$ cat config.mk
export PLATFORM = sky130hd
export DESIGN_NAME = pipe_ctrl
export DESIGN_NICKNAME = d
export VERILOG_FILES = /design/src/rtl/pcpu_ctrl_pkg.sv /design/src/rtl/pipe_ctrl_dec.sv /design/src/rtl/pipe_ctrl.sv
export SDC_FILE = /design/constraint.sdc
export NUM_CORES = 1
export LEC_CHECK = 0
export ABC_AREA = 1
export BUFFER_PORTS_ARGS = -buffer_cell sky130_fd_sc_hd__buf_2
export CORE_UTILIZATION = 54
export DETAILED_ROUTE_END_ITERATION = 10
export GPL_TIMING_DRIVEN = 0
export PLACE_DENSITY = 0.78
export SKIP_LAST_GASP = 1
export SLEW_MARGIN = 10
export SYNTH_ARGS = -nofsm -noshare
export SYNTH_HDL_FRONTEND = slang
export SYNTH_HIERARCHICAL = 1
export SYNTH_SLANG_ARGS = --single-unit
$ cat constraint.sdc
create_clock -name clk -period 3.4 [get_ports clk]
set_input_delay 0.68 -clock clk [delete_from_list [all_inputs] [get_ports clk]]
set_output_delay 0.68 -clock clk [all_outputs]
set_load 0.03 [all_outputs]
$ cat src/rtl/pcpu_ctrl_pkg.sv
// ---------------------------------------------------------------------------
// pcpu_ctrl_pkg
// Shared definitions for the pipelined RV32I control path: opcode constants,
// the control-field encodings (ALUOp, EXTOp, NPCOp, WDSel, DMType), the
// ctrl_bundle record carried through the ID/EX, EX/MEM and MEM/WB registers,
// and small helpers used by the hazard logic.
// ---------------------------------------------------------------------------
package pcpu_ctrl_pkg;

    // Major opcodes
    localparam logic [6:0] OP_LUI    = 7'b0110111;
    localparam logic [6:0] OP_AUIPC  = 7'b0010111;
    localparam logic [6:0] OP_JAL    = 7'b1101111;
    localparam logic [6:0] OP_JALR   = 7'b1100111;
    localparam logic [6:0] OP_BRANCH = 7'b1100011;
    localparam logic [6:0] OP_LOAD   = 7'b0000011;
    localparam logic [6:0] OP_STORE  = 7'b0100011;
    localparam logic [6:0] OP_IMM    = 7'b0010011;
    localparam logic [6:0] OP_REG    = 7'b0110011;

    // ALUOp encoding; branches reuse the compare codes, beq uses SUB + zero
    localparam logic [4:0] ALU_NOP    = 5'b00000;
    localparam logic [4:0] ALU_LUI    = 5'b00001;
    localparam logic [4:0] ALU_AUIPC  = 5'b00010;
    localparam logic [4:0] ALU_ADD    = 5'b00011;
    localparam logic [4:0] ALU_SUB    = 5'b00100;
    localparam logic [4:0] ALU_BNE    = 5'b00101;
    localparam logic [4:0] ALU_BLT    = 5'b00110;
    localparam logic [4:0] ALU_BGE    = 5'b00111;
    localparam logic [4:0] ALU_BLTU   = 5'b01000;
    localparam logic [4:0] ALU_BGEU   = 5'b01001;
    localparam logic [4:0] ALU_SLT    = 5'b01010;
    localparam logic [4:0] ALU_SLTU   = 5'b01011;
    localparam logic [4:0] ALU_XOR    = 5'b01100;
    localparam logic [4:0] ALU_OR     = 5'b01101;
    localparam logic [4:0] ALU_AND    = 5'b01110;
    localparam logic [4:0] ALU_SLL    = 5'b01111;
    localparam logic [4:0] ALU_SRL    = 5'b10000;
    localparam logic [4:0] ALU_SRA    = 5'b10001;
    // M ops: mul, mulh, mulhsu, mulhu, div, divu (ALU_MUL + funct3)
    localparam logic [4:0] ALU_MUL    = 5'b10010;
    localparam logic [4:0] ALU_DIVU   = 5'b10111;

    // EXTOp one-hot immediate selects
    localparam logic [5:0] EXT_SHAMT  = 6'b100000;
    localparam logic [5:0] EXT_ITYPE  = 6'b010000;
    localparam logic [5:0] EXT_STYPE  = 6'b001000;
    localparam logic [5:0] EXT_BTYPE  = 6'b000100;
    localparam logic [5:0] EXT_UTYPE  = 6'b000010;
    localparam logic [5:0] EXT_JTYPE  = 6'b000001;

    // NPCOp
    localparam logic [2:0] NPC_PLUS4  = 3'b000;
    localparam logic [2:0] NPC_BRANCH = 3'b001;
    localparam logic [2:0] NPC_JUMP   = 3'b010;
    localparam logic [2:0] NPC_JALR   = 3'b100;

    // WDSel
    localparam logic [1:0] WD_ALU     = 2'b00;
    localparam logic [1:0] WD_MEM     = 2'b01;
    localparam logic [1:0] WD_PC      = 2'b10;

    // DMType
    localparam logic [2:0] DM_WORD    = 3'b000;
    localparam logic [2:0] DM_HALF    = 3'b001;
    localparam logic [2:0] DM_HALFU   = 3'b010;
    localparam logic [2:0] DM_BYTE    = 3'b011;
    localparam logic [2:0] DM_BYTEU   = 3'b100;

    typedef struct packed {
        logic       valid;
        logic       regwrite;
        logic       memwrite;
        logic [5:0] extop;
        logic [4:0] aluop;
        logic [2:0] npcop;
        logic       alusrc;
        logic [1:0] wdsel;
        logic [2:0] dmtype;
        logic [4:0] rd;
        logic [4:0] rs1;
        logic [4:0] rs2;
        logic       uses_rs1;
        logic       uses_rs2;
    } ctrl_bundle;

    function automatic logic is_m_op(input logic [4:0] aluop);
        return (aluop >= ALU_MUL) && (aluop <= ALU_DIVU);
    endfunction

    // True when 'cons' actually reads register 'rd' (x0 never matches)
    function automatic logic reads_reg(input logic [4:0] rd, input ctrl_bundle cons);
        return (rd != 5'd0) &&
               ((cons.uses_rs1 && cons.rs1 == rd) || (cons.uses_rs2 && cons.rs2 == rd));
    endfunction

endpackage

$ cat src/rtl/pipe_ctrl_dec.sv
// ---------------------------------------------------------------------------
// pipe_ctrl_dec
// Purely combinational ID-stage decoder: turns one instruction into a
// ctrl_bundle. Anything that matches no decode row, or names a register
// outside the RF_AW-bit register file, comes out as a bubble with illegal=1.
// Ports:
//   valid   in   IF/ID holds a real instruction
//   instr   in   32-bit instruction
//   bundle  out  decoded control bundle, all-zero unless valid and legal
//   illegal out  valid instruction that failed to decode
// ---------------------------------------------------------------------------
module pipe_ctrl_dec
    import pcpu_ctrl_pkg::*;
#(
    parameter int RF_AW  = 5,
    parameter bit MDU_EN = 1'b0
) (
    input  logic        valid,
    input  logic [31:0] instr,
    output ctrl_bundle  bundle,
    output logic        illegal
);

    ctrl_bundle d;
    logic       legal;
    logic       writes_rd;
    logic [6:0] opcode;
    logic [2:0] f3;
    logic [6:0] f7;

    assign opcode = instr[6:0];
    assign f3     = instr[14:12];
    assign f7     = instr[31:25];

    function automatic logic addr_ok(input logic [4:0] a);
        return (a >> RF_AW) == 5'd0;
    endfunction

    // Row-by-row decode. Fields start at bubble values and each legal row
    // fills in what it needs; source addresses are only kept when used so
    // unused fields can never trigger a hazard or a forward.
    always_comb begin
        d         = '0;
        legal     = 1'b0;
        writes_rd = 1'b0;
        case (opcode)
            OP_LUI: begin
                legal = 1'b1; writes_rd = 1'b1;
                d.extop = EXT_UTYPE; d.aluop = ALU_LUI; d.alusrc = 1'b1;
            end
            OP_AUIPC: begin
                legal = 1'b1; writes_rd = 1'b1;
                d.extop = EXT_UTYPE; d.aluop = ALU_AUIPC; d.alusrc = 1'b1;
            end
            OP_JAL: begin
                legal = 1'b1; writes_rd = 1'b1;
                d.extop = EXT_JTYPE; d.npcop = NPC_JUMP; d.wdsel = WD_PC;
            end
            OP_JALR: begin
                legal = (f3 == 3'b000); writes_rd = 1'b1; d.uses_rs1 = 1'b1;
                d.extop = EXT_ITYPE; d.aluop = ALU_ADD; d.alusrc = 1'b1;
                d.npcop = NPC_JALR; d.wdsel = WD_PC;
            end
            OP_BRANCH: begin
                legal = 1'b1; d.uses_rs1 = 1'b1; d.uses_rs2 = 1'b1;
                d.extop = EXT_BTYPE; d.npcop = NPC_BRANCH;
                case (f3)
                    3'b000:  d.aluop = ALU_SUB;
                    3'b001:  d.aluop = ALU_BNE;
                    3'b100:  d.aluop = ALU_BLT;
                    3'b101:  d.aluop = ALU_BGE;
                    3'b110:  d.aluop = ALU_BLTU;
                    3'b111:  d.aluop = ALU_BGEU;
                    default: legal = 1'b0;
                endcase
            end
            OP_LOAD: begin
                legal = 1'b1; writes_rd = 1'b1; d.uses_rs1 = 1'b1;
                d.extop = EXT_ITYPE; d.aluop = ALU_ADD; d.alusrc = 1'b1;
                d.wdsel = WD_MEM;
                case (f3)
                    3'b000:  d.dmtype = DM_BYTE;
                    3'b001:  d.dmtype = DM_HALF;
                    3'b010:  d.dmtype = DM_WORD;
                    3'b100:  d.dmtype = DM_BYTEU;
                    3'b101:  d.dmtype = DM_HALFU;
                    default: legal = 1'b0;
                endcase
            end
            OP_STORE: begin
                legal = 1'b1; d.uses_rs1 = 1'b1; d.uses_rs2 = 1'b1;
                d.extop = EXT_STYPE; d.aluop = ALU_ADD; d.alusrc = 1'b1;
                d.memwrite = 1'b1;
                case (f3)
                    3'b000:  d.dmtype = DM_BYTE;
                    3'b001:  d.dmtype = DM_HALF;
                    3'b010:  d.dmtype = DM_WORD;
                    default: legal = 1'b0;
                endcase
            end
            OP_IMM: begin
                legal = 1'b1; writes_rd = 1'b1; d.uses_rs1 = 1'b1;
                d.extop = EXT_ITYPE; d.alusrc = 1'b1;
                case (f3)
                    3'b000: d.aluop = ALU_ADD;
                    3'b010: d.aluop = ALU_SLT;
                    3'b011: d.aluop = ALU_SLTU;
                    3'b100: d.aluop = ALU_XOR;
                    3'b110: d.aluop = ALU_OR;
                    3'b111: d.aluop = ALU_AND;
                    3'b001: begin
                        d.extop = EXT_SHAMT; d.aluop = ALU_SLL;
                        legal = (f7 == 7'b0000000);
                    end
                    default: begin
                        d.extop = EXT_SHAMT;
                        d.aluop = f7[5] ? ALU_SRA : ALU_SRL;
                        legal = (f7 == 7'b0000000) || (f7 == 7'b0100000);
                    end
                endcase
            end
            OP_REG: begin
                writes_rd = 1'b1; d.uses_rs1 = 1'b1; d.uses_rs2 = 1'b1;
                if (f7 == 7'b0000000) begin
                    legal = 1'b1;
                    case (f3)
                        3'b000:  d.aluop = ALU_ADD;
                        3'b001:  d.aluop = ALU_SLL;
                        3'b010:  d.aluop = ALU_SLT;
                        3'b011:  d.aluop = ALU_SLTU;
                        3'b100:  d.aluop = ALU_XOR;
                        3'b101:  d.aluop = ALU_SRL;
                        3'b110:  d.aluop = ALU_OR;
                        default: d.aluop = ALU_AND;
                    endcase
                end else if (f7 == 7'b0100000) begin
                    legal   = (f3 == 3'b000) || (f3 == 3'b101);
                    d.aluop = (f3 == 3'b000) ? ALU_SUB : ALU_SRA;
                end else if (f7 == 7'b0000001 && MDU_EN) begin
                    // Only six M-op codes exist, so rem/remu stay illegal
                    legal   = (f3 <= 3'b101);
                    d.aluop = ALU_MUL + {2'b00, f3};
                end
            end
            default: legal = 1'b0;
        endcase

        if (writes_rd)  d.rd  = instr[11:7];
        if (d.uses_rs1) d.rs1 = instr[19:15];
        if (d.uses_rs2) d.rs2 = instr[24:20];
        if (!addr_ok(d.rd) || !addr_ok(d.rs1) || !addr_ok(d.rs2)) legal = 1'b0;
        d.regwrite = writes_rd && (d.rd != 5'd0);
        d.valid    = 1'b1;
    end

    assign bundle  = (valid && legal) ? d : '0;
    assign illegal = valid && !legal;

endmodule

$ cat src/rtl/pipe_ctrl.sv
// ---------------------------------------------------------------------------
// pipe_ctrl
// Control path of the 5-stage PCPU: decodes the ID instruction, carries the
// control bundle through ID/EX, EX/MEM and MEM/WB, and produces the stall,
// flush and forwarding selects (load-use interlock or full RAW interlock,
// EX-resolved branch/jump flush, optional multi-cycle MDU hold).
// Ports:
//   clk, rstn            clock, synchronous active-low reset
//   id_valid, id_instr   instruction currently in ID
//   ex_zero              branch-condition result of the EX instruction
//   ex_*                 ID/EX controls (ex_npcop is BRANCH only when taken)
//   mem_*                EX/MEM controls
//   wb_*                 MEM/WB controls
//   fwd_a, fwd_b         operand selects: 00 RF, 01 EX/MEM, 10 MEM/WB
//   stall                hold PC and IF/ID
//   flush                squash IF/ID
//   illegal              one-cycle pulse when an illegal instruction enters EX
// ---------------------------------------------------------------------------
module pipe_ctrl
    import pcpu_ctrl_pkg::*;
#(
    parameter int RF_AW   = 5,
    parameter bit FWD_EN  = 1'b1,
    parameter bit MDU_EN  = 1'b0,
    parameter int MDU_LAT = 4
) (
    input  logic             clk,
    input  logic             rstn,
    input  logic             id_valid,
    input  logic [31:0]      id_instr,
    input  logic             ex_zero,
    output logic [RF_AW-1:0] ex_rs1,
    output logic [RF_AW-1:0] ex_rs2,
    output logic [4:0]       ex_aluop,
    output logic             ex_alusrc,
    output logic [5:0]       ex_extop,
    output logic [2:0]       ex_npcop,
    output logic             mem_memwrite,
    output logic [2:0]       mem_dmtype,
    output logic             wb_regwrite,
    output logic [1:0]       wb_wdsel,
    output logic [RF_AW-1:0] wb_rd,
    output logic [1:0]       fwd_a,
    output logic [1:0]       fwd_b,
    output logic             stall,
    output logic             flush,
    output logic             illegal
);

    ctrl_bundle id_b, ex_q, mem_q, wb_q;
    ctrl_bundle ex_d, mem_d;
    logic       id_illegal, ex_illegal_q, ex_illegal_d;
    logic [3:0] mdu_cnt_q, mdu_cnt_d;
    logic       mdu_hold, taken, hazard;

    pipe_ctrl_dec #(.RF_AW(RF_AW), .MDU_EN(MDU_EN)) u_dec (
        .valid   (id_valid),
        .instr   (id_instr),
        .bundle  (id_b),
        .illegal (id_illegal)
    );

    // Hazard resolution and next-state selection. The MDU hold is checked
    // first: while it runs EX is frozen, so a control transfer cannot be
    // taken and nothing new may enter ID/EX. A taken transfer then beats an
    // interlock, since the instruction being held in ID is on the wrong path.
    always_comb begin
        mdu_hold = MDU_EN && (mdu_cnt_q != 4'd0);
        taken    = !mdu_hold && ex_q.valid &&
                   ((ex_q.npcop == NPC_BRANCH && ex_zero) ||
                    ex_q.npcop == NPC_JUMP || ex_q.npcop == NPC_JALR);

        if (FWD_EN)
            hazard = ex_q.valid && (ex_q.wdsel == WD_MEM) && reads_reg(ex_q.rd, id_b);
        else
            hazard = (ex_q.regwrite  && reads_reg(ex_q.rd,  id_b)) ||
                     (mem_q.regwrite && reads_reg(mem_q.rd, id_b)) ||
                     (wb_q.regwrite  && reads_reg(wb_q.rd,  id_b));

        stall = mdu_hold || (hazard && !taken);
        flush = taken;

        ex_d         = '0;
        ex_illegal_d = 1'b0;
        if (mdu_hold) begin
            ex_d = ex_q;
        end else if (!taken && !hazard) begin
            ex_d         = id_b;
            ex_illegal_d = id_illegal;
        end

        mem_d = mdu_hold ? '0 : ex_q;

        // The counter loads only when an M op newly enters EX, not on the
        // release cycle of the previous hold.
        mdu_cnt_d = 4'd0;
        if (mdu_hold)
            mdu_cnt_d = mdu_cnt_q - 4'd1;
        else if (MDU_EN && ex_d.valid && is_m_op(ex_d.aluop))
            mdu_cnt_d = 4'(MDU_LAT - 1);
    end

    // Stage registers and MDU counter; reset turns every stage into a bubble
    always_ff @(posedge clk) begin
        if (!rstn) begin
            ex_q         <= '0;
            mem_q        <= '0;
            wb_q         <= '0;
            ex_illegal_q <= 1'b0;
            mdu_cnt_q    <= 4'd0;
        end else begin
            ex_q         <= ex_d;
            mem_q        <= mem_d;
            wb_q         <= mem_q;
            ex_illegal_q <= ex_illegal_d;
            mdu_cnt_q    <= mdu_cnt_d;
        end
    end

    // Forwarding selects: the younger EX/MEM result wins over MEM/WB
    always_comb begin
        fwd_a = 2'b00;
        fwd_b = 2'b00;
        if (FWD_EN) begin
            if (mem_q.regwrite && mem_q.rd != 5'd0 && mem_q.rd == ex_q.rs1)
                fwd_a = 2'b01;
            else if (wb_q.regwrite && wb_q.rd != 5'd0 && wb_q.rd == ex_q.rs1)
                fwd_a = 2'b10;
            if (mem_q.regwrite && mem_q.rd != 5'd0 && mem_q.rd == ex_q.rs2)
                fwd_b = 2'b01;
            else if (wb_q.regwrite && wb_q.rd != 5'd0 && wb_q.rd == ex_q.rs2)
                fwd_b = 2'b10;
        end
    end

    assign ex_rs1       = ex_q.rs1[RF_AW-1:0];
    assign ex_rs2       = ex_q.rs2[RF_AW-1:0];
    assign ex_aluop     = ex_q.aluop;
    assign ex_alusrc    = ex_q.alusrc;
    assign ex_extop     = ex_q.extop;
    assign ex_npcop     = (ex_q.npcop == NPC_BRANCH && !ex_zero) ? NPC_PLUS4 : ex_q.npcop;
    assign mem_memwrite = mem_q.memwrite;
    assign mem_dmtype   = mem_q.dmtype;
    assign wb_regwrite  = wb_q.regwrite;
    assign wb_wdsel     = wb_q.wdsel;
    assign wb_rd        = wb_q.rd[RF_AW-1:0];
    assign illegal      = ex_illegal_q;

endmodule
==> results of run 1 <==
-- worst max-delay path, stage by stage --
cell and delay [ns]:
buf_2 0.12, inv_4 0.09, nand2_8 0.08, nor2_4 0.18, nand3_1 0.10, nand2_1 0.09, nor2_2 0.06, nand4_4 0.17
buf_6 0.13, nand3_2 0.08, nor2_2 0.17, nor2_1 0.06, nor2_1 0.12, nand3_1 0.08, nand2_1 0.09, nand2_2 0.08
nor2_2 0.11, buf_6 0.13
-- through the flow --
step             util  setup TNS (ns)  power, mW  setup WS [ns]  cells
5_1_grt        0.7433        -0.04578      1.583       -0.04578    693
3_5_place_dp   0.6431         -0.1327     0.8048        -0.1327    662
3_3_place_gp   0.6431         -0.1529     0.8047        -0.1529    662
4_1_cts        0.6973               0      1.523      0.0007188    684
2_1_floorplan       -               0     0.7652         0.2100    509
6_report       0.7433               0      1.530         0.1030    693
-- logic make-up after synthesis --
logic type             share of synthesized area
AND/OR/NAND/NOR                           0.3497
buffers and inverters                     0.1993
flip-flops                                0.3530
AO/OA/AOI/OAI                            0.04563
XOR/XNOR                                 0.05236
-- sequential cells by signal (all words and copies together) (netlist names) --
register,flops
ex_q,16
mem_q,8
ex_extop,6
ex_aluop,5
ex_rs1,5
ex_rs2,5
wb_rd,5
mem_dmtype,3
wb_wdsel,2
ex_alusrc,1
illegal,1
mem_memwrite,1
wb_regwrite,1
-- path summary, 6_finish.rpt --
path,to,slack [ns],cells past startpoint
min reg2reg,mem_memwrite,0.41,2
max reg2reg,ex_aluop[2],1.81,12
min,mem_memwrite,0.41,2
max,stall,0.10,18
-- cells in the final DEF (no fill, tap or decap), types with 7 or more instances in the layout --
master	Yosys	routed
inv_2	7	9
a21oi_1	7	7
dfxtp_1	59	59
buf_2	2	77
buf_6	6	8
inv_1	98	93
nor2_1	95	84
nand3_1	16	14
nor2_4	1	17
nand2_2	9	18
xor2_1	7	7
nand2_1	99	85
xnor2_1	13	13
clkbuf_8	0	9
o21ai_0	16	14
buf_4	24	38
nor2_2	22	17
-- per-layer routing --
layer  GRT usage  part of all wire  vias up
li1            -                 -     1683
met1      0.2775              0.42     1377
met2      0.4551              0.51      106
met3     0.06023             0.049       18
met4      0.1107             0.024        0
met5           0                 0        -
-- what timing repair did --
item	4_1_cts	5_1_grt
endpoints found under the setup margin	1	1
endpoints found under the hold margin	0	0
buffers inserted	6	9
pin swaps	8	27
gates resized for setup	17	55
cloned	0	1
-- power by group through the flow --
stage	Combinational [mW]	Clock, mW	Sequential, mW
CTS	0.103	0.728	0.692
floorplan	0.0558	0	0.709
global route	0.134	0.758	0.692
finish	0.122	0.717	0.692
detailed placement	0.0969	0	0.708
global placement	0.0968	0	0.708
-- cell type report --
type	instances	area [µm²]	area share
multi-input combinational	310	1743	0.3937
sequential	59	1181	0.2668
timing repair buffer	93	521.8	0.1179
inverter	105	401.6	0.09073
buffer	35	261.5	0.05907
clock buffer	9	123.9	0.02798
clock inverter	7	100.1	0.02261
tap	75	93.84	0.02120
==> metrics.cfg, run 1 <==
[run_status]
status=complete, no violations

[logic_synthesis]
synth.avg_cell_area_um2=6.573
postSynthCellCount=509
netlist.area_leader.share=0.3530
syn_nets=545
synth_most_common_cell=nand2_1
netlist_top_cells_area=dfxtp_1 35%, nand2_1 11%, inv_1 11%
synth_largest_area_cell=dfxtp_1
synth_area_mm2=0.003346
synth-seq-cells=59
ys.flop_type=dfxtp_1
yosys_warnings=6
synth_enable_flop_cells=0
synthTopCellsByCount=99 x nand2_1, 98 x inv_1, 95 x nor2_1, 59 x dfxtp_1, 24 x buf_4
synthDistinctLibCells=31
yosysSeqAreaShare=0.3530
async_flop_share=0

[global_route]
grt_usage=0.2516
grt_pass1_wl_mm=12.45
grt-ovfl-total=0
antenna_found_initial=0
grt_max_degree=13
grt_pass1_vias=2907

[timing]
worst_pin_slew_ns=0.4669
hold_viol=0
max-slew-margin-rel=0.6887
fmax_mhz=303.3
final.period_utilization=0.9697
whs_ns=0.4126
fin_worst_skew_ns=0.008573
min_period_ns=3.297
finalMaxSlewViolations=0
setup_violations=0

[power]
p_leak_nw=2.275
p_int_mw=1.154
pwr-share-seq=0.452
cellPowerDensity_mw_per_mm2=345.7
p_sw_frac=0.2460
vdd_drop_max_mv=0.3787
combPwrFrac=0.080
p_sw_uw=376.4
power_frac_clock=0.468

[clock_tree]
htreeDepth=3
cts_hold_buffers=0
insertion_delay_ns=0.33
cts.sink_count=59
cts_tree=done
path_clk_slew_ns=0.07
cts_buffer_depth=2
numCtsBuffers=9
ctsRootBufferMaster=clkbuf_8

[placed_design]
place_hpwl_mm=6.084
gp_congestion=0.9461
dpl-instance-area_mm2=0.003830
port-buffer-count=78

[floorplan]
start_util=0.5618
die_area_mm2=0.006515
die_w_um=80.72
core_area_mm2=0.005956
die_h_um=80.72
num_rows=28
design.portCount=80

[routing]
vias=3184
dr.pass1.iters=5
avgRoutedWirePerCell_um=10.99
drc=0
ant_nets=0
wirelength_mm=7.618
routed_via_density=4.595
drt-initial-drc-count=112

[layout]
fillers=487
design_area_mm2=0.004427
num_antenna_cells=0
drive_above_1_share=0.3560
area_growth_pct=32.31
final_nets=649

[run]
maxCapViolCount=0

[hold_path]
min_from=ex_q[37]
min_path_type=reg2reg

[critical_path]
crit_path_end_kind=primary output
r2r-start=ex_q[13]
crit_required_ns=2.72
critPathKind=in2out
critical_path_arrival_ns=2.62
cp_max_fo=6
crit_start=id_instr[4]
cp-start-kind=input port

No activity file was read; power rests on OpenSTA's default activity.
==> inputs of run 2 (changes only) <==
--- a/config.mk
+++ b/config.mk
@@ -11,6 +11,7 @@
 export DETAILED_ROUTE_END_ITERATION = 10
 export GPL_TIMING_DRIVEN = 0
 export PLACE_DENSITY = 0.78
+export SETUP_SLACK_MARGIN = 0.5
 export SKIP_LAST_GASP = 1
 export SLEW_MARGIN = 10
 export SYNTH_ARGS = -nofsm -noshare
==> metrics.cfg, run 2 (synthesis results as in run 1) <==
[routing]
drt-initial-drc-count=159  ; +42%
ant_nets=0  ; unchanged
avgRoutedWirePerCell_um=12.43  ; +13%
drc=0  ; unchanged
wirelength_mm=8.876  ; +17%
vias=3441  ; +8.1%
dr.pass1.iters=5  ; unchanged
routed_via_density=4.819  ; +4.9%

[layout]
final_cell_mix=93 x inv_1, 85 x nor2_1, 83 x nand2_1
num_antenna_cells=0  ; unchanged
final_nets=670  ; +3.2%
final_common_cell=inv_1
final_cell_count_no_fill=714  ; +3.0%
fillers=442  ; -9.2%
post-route-util=0.7849  ; +0.04160
drive_above_1_share=0.3834  ; +0.02742
largest_register_ffs=16  ; unchanged
area_growth_pct=39.72
largest-register=ex_q

[power]
p_sw_frac=0.2537  ; +0.007664
cellPowerDensity_mw_per_mm2=309.8  ; -10%
combPwrFrac=0.096  ; +0.016
power_frac_clock=0.426  ; -0.042
vdd_drop_max_mv=0.2833  ; -25%
p_sw_uw=367.4  ; -2.4%
p_leak_nw=2.410  ; +5.9%
p_int_mw=1.081  ; -6.3%
pwr-share-seq=0.478  ; +0.026

[critical_path]
critPathKind=in2out
crit_path_end_kind=primary output
reg2reg_depth=11  ; -1
cp_max_fo=5  ; -1
cp-start-kind=input port
crit_required_ns=2.72  ; about the same
worstReg2RegEnd=ex_rs1[3]
reg2reg_slack_ns=1.60  ; -0.21 ns
critical_path_arrival_ns=2.67  ; +0.05 ns
r2r-start=ex_q[15]

[floorplan]
die_h_um=80.72  ; unchanged
design.portCount=80  ; unchanged
die_area_mm2=0.006515  ; unchanged
num_rows=28  ; unchanged
start_util=0.5618  ; unchanged
core_area_mm2=0.005956  ; unchanged
die_w_um=80.72  ; unchanged

[timing]
setup_violations=0  ; unchanged
finalMaxSlewViolations=0  ; unchanged
final.period_utilization=0.9847  ; +0.01498
hold_viol=0  ; unchanged
worst_pin_slew_ns=0.4574  ; -0.009470 ns
rsz0062_at_grt=yes
whs_ns=0.4128  ; +0.0002020 ns
fmax_mhz=298.7  ; -1.5%
max-slew-margin-rel=0.6950  ; +0.006313
fin_worst_skew_ns=0.01010  ; +0.001524 ns
setup-tns-final_ns=0  ; unchanged
min_period_ns=3.348  ; +0.05094 ns

[global_route]
grt_pass1_vias=3010  ; +3.5%
grt_max_degree=12  ; -1
grt_usage=0.2766  ; +0.02500
grt-ovfl-total=0  ; unchanged
antenna_found_initial=0  ; unchanged
grt_pass1_wl_mm=13.43  ; +7.9%

[placed_design]
port-buffer-count=78  ; unchanged
place_hpwl_mm=6.129  ; +0.74%
gp_congestion=0.8971  ; -5.2%
placedCellCount=662  ; unchanged

[hold_path]
min_path_type=reg2reg
min_to=mem_memwrite
min_from=ex_q[37]
holdPathStages=2  ; unchanged

[clock_tree]
numCtsBuffers=9  ; unchanged
insertion_delay_ns=0.34  ; about the same
cts_tree=done
htreeDepth=3  ; unchanged
cts.sink_count=59  ; unchanged
ctsRootBufferMaster=clkbuf_8
cts_buffer_depth=2  ; unchanged
path_clk_slew_ns=0.07  ; about the same

[run]
maxCapViolCount=0  ; unchanged

[run_status]
status=complete, no violations

==> run 2: power groups by stage <==
stage	Clock, mW	Sequential (mW)	Combinational [mW]
after global placement	0	0.708	0.101
after CTS	0.632	0.692	0.126
after floorplan	0	0.709	0.0597
after detailed placement	0	0.708	0.102
final	0.617	0.692	0.139
after global routing	0.667	0.692	0.149
==> run 2: final cells by class <==
type | instances | area [µm²] | share of cell area
inverter | 105 | 411.6 | 0.08806
tap | 75 | 93.84 | 0.02007
clock buffer | 9 | 123.9 | 0.02650
buffer | 36 | 281.5 | 0.06022
clock inverter | 7 | 68.82 | 0.01472
multi-input combinational | 310 | 1755 | 0.3755
timing repair buffer | 113 | 758.2 | 0.1622
sequential | 59 | 1181 | 0.2527
==> run 2: worst max-delay path by stage <==
| stage | start | endpoint |
|---|---|---|
| after floorplan | id_instr[3] | stall |
| after global placement | id_instr[3] | stall |
| after detailed placement | id_instr[3] | stall |
| after CTS | id_instr[4] | stall |
| after global routing | id_instr[3] | stall |
| final | id_instr[3] | stall |
==> run 2: timing repair <==
item	CTS	global route
buffers inserted	28	7
setup endpoints to repair	1	2
pin swaps	31	15
gates resized for setup	57	28
cloned	1	0
hold buffers	0	0
==> run 2: per-stage QoR <==
stage | cell area, µm² | power, mW | setup slack (ns)
finish | 4674 | 1.448 | 0.05201
global placement | 3904 | 0.8092 | -0.09403
CTS | 4516 | 1.450 | 0.1872
floorplan | 3420 | 0.7691 | 0.4273
global route | 4674 | 1.508 | -0.1130
detailed placement | 3904 | 0.8095 | -0.08041
==> run 2: critical path, stage by stage <==
cell and delay (ns):
buf_8 0.11, inv_8 0.06, nand2_8 0.07, nor2_8 0.15, nand2_4 0.08, nor2_4 0.12, inv_1 0.11, o21ai_2 0.13
nand3_2 0.14, nor2_1 0.16, inv_1 0.09, nand2_1 0.08, nand2_1 0.08, nor2_1 0.11, nand3_1 0.10, nand2_1 0.10
nand2_2 0.10, nor2_4 0.09, buf_6 0.13
==> run 2: layer usage <==
layer	GRT usage	up-vias	routed length, µm
li1	-	1727	-
met3	0.06591	23	530
met1	0.3200	1555	3665
met4	0.1214	0	250
met2	0.4822	136	4429
met5	0	-	0
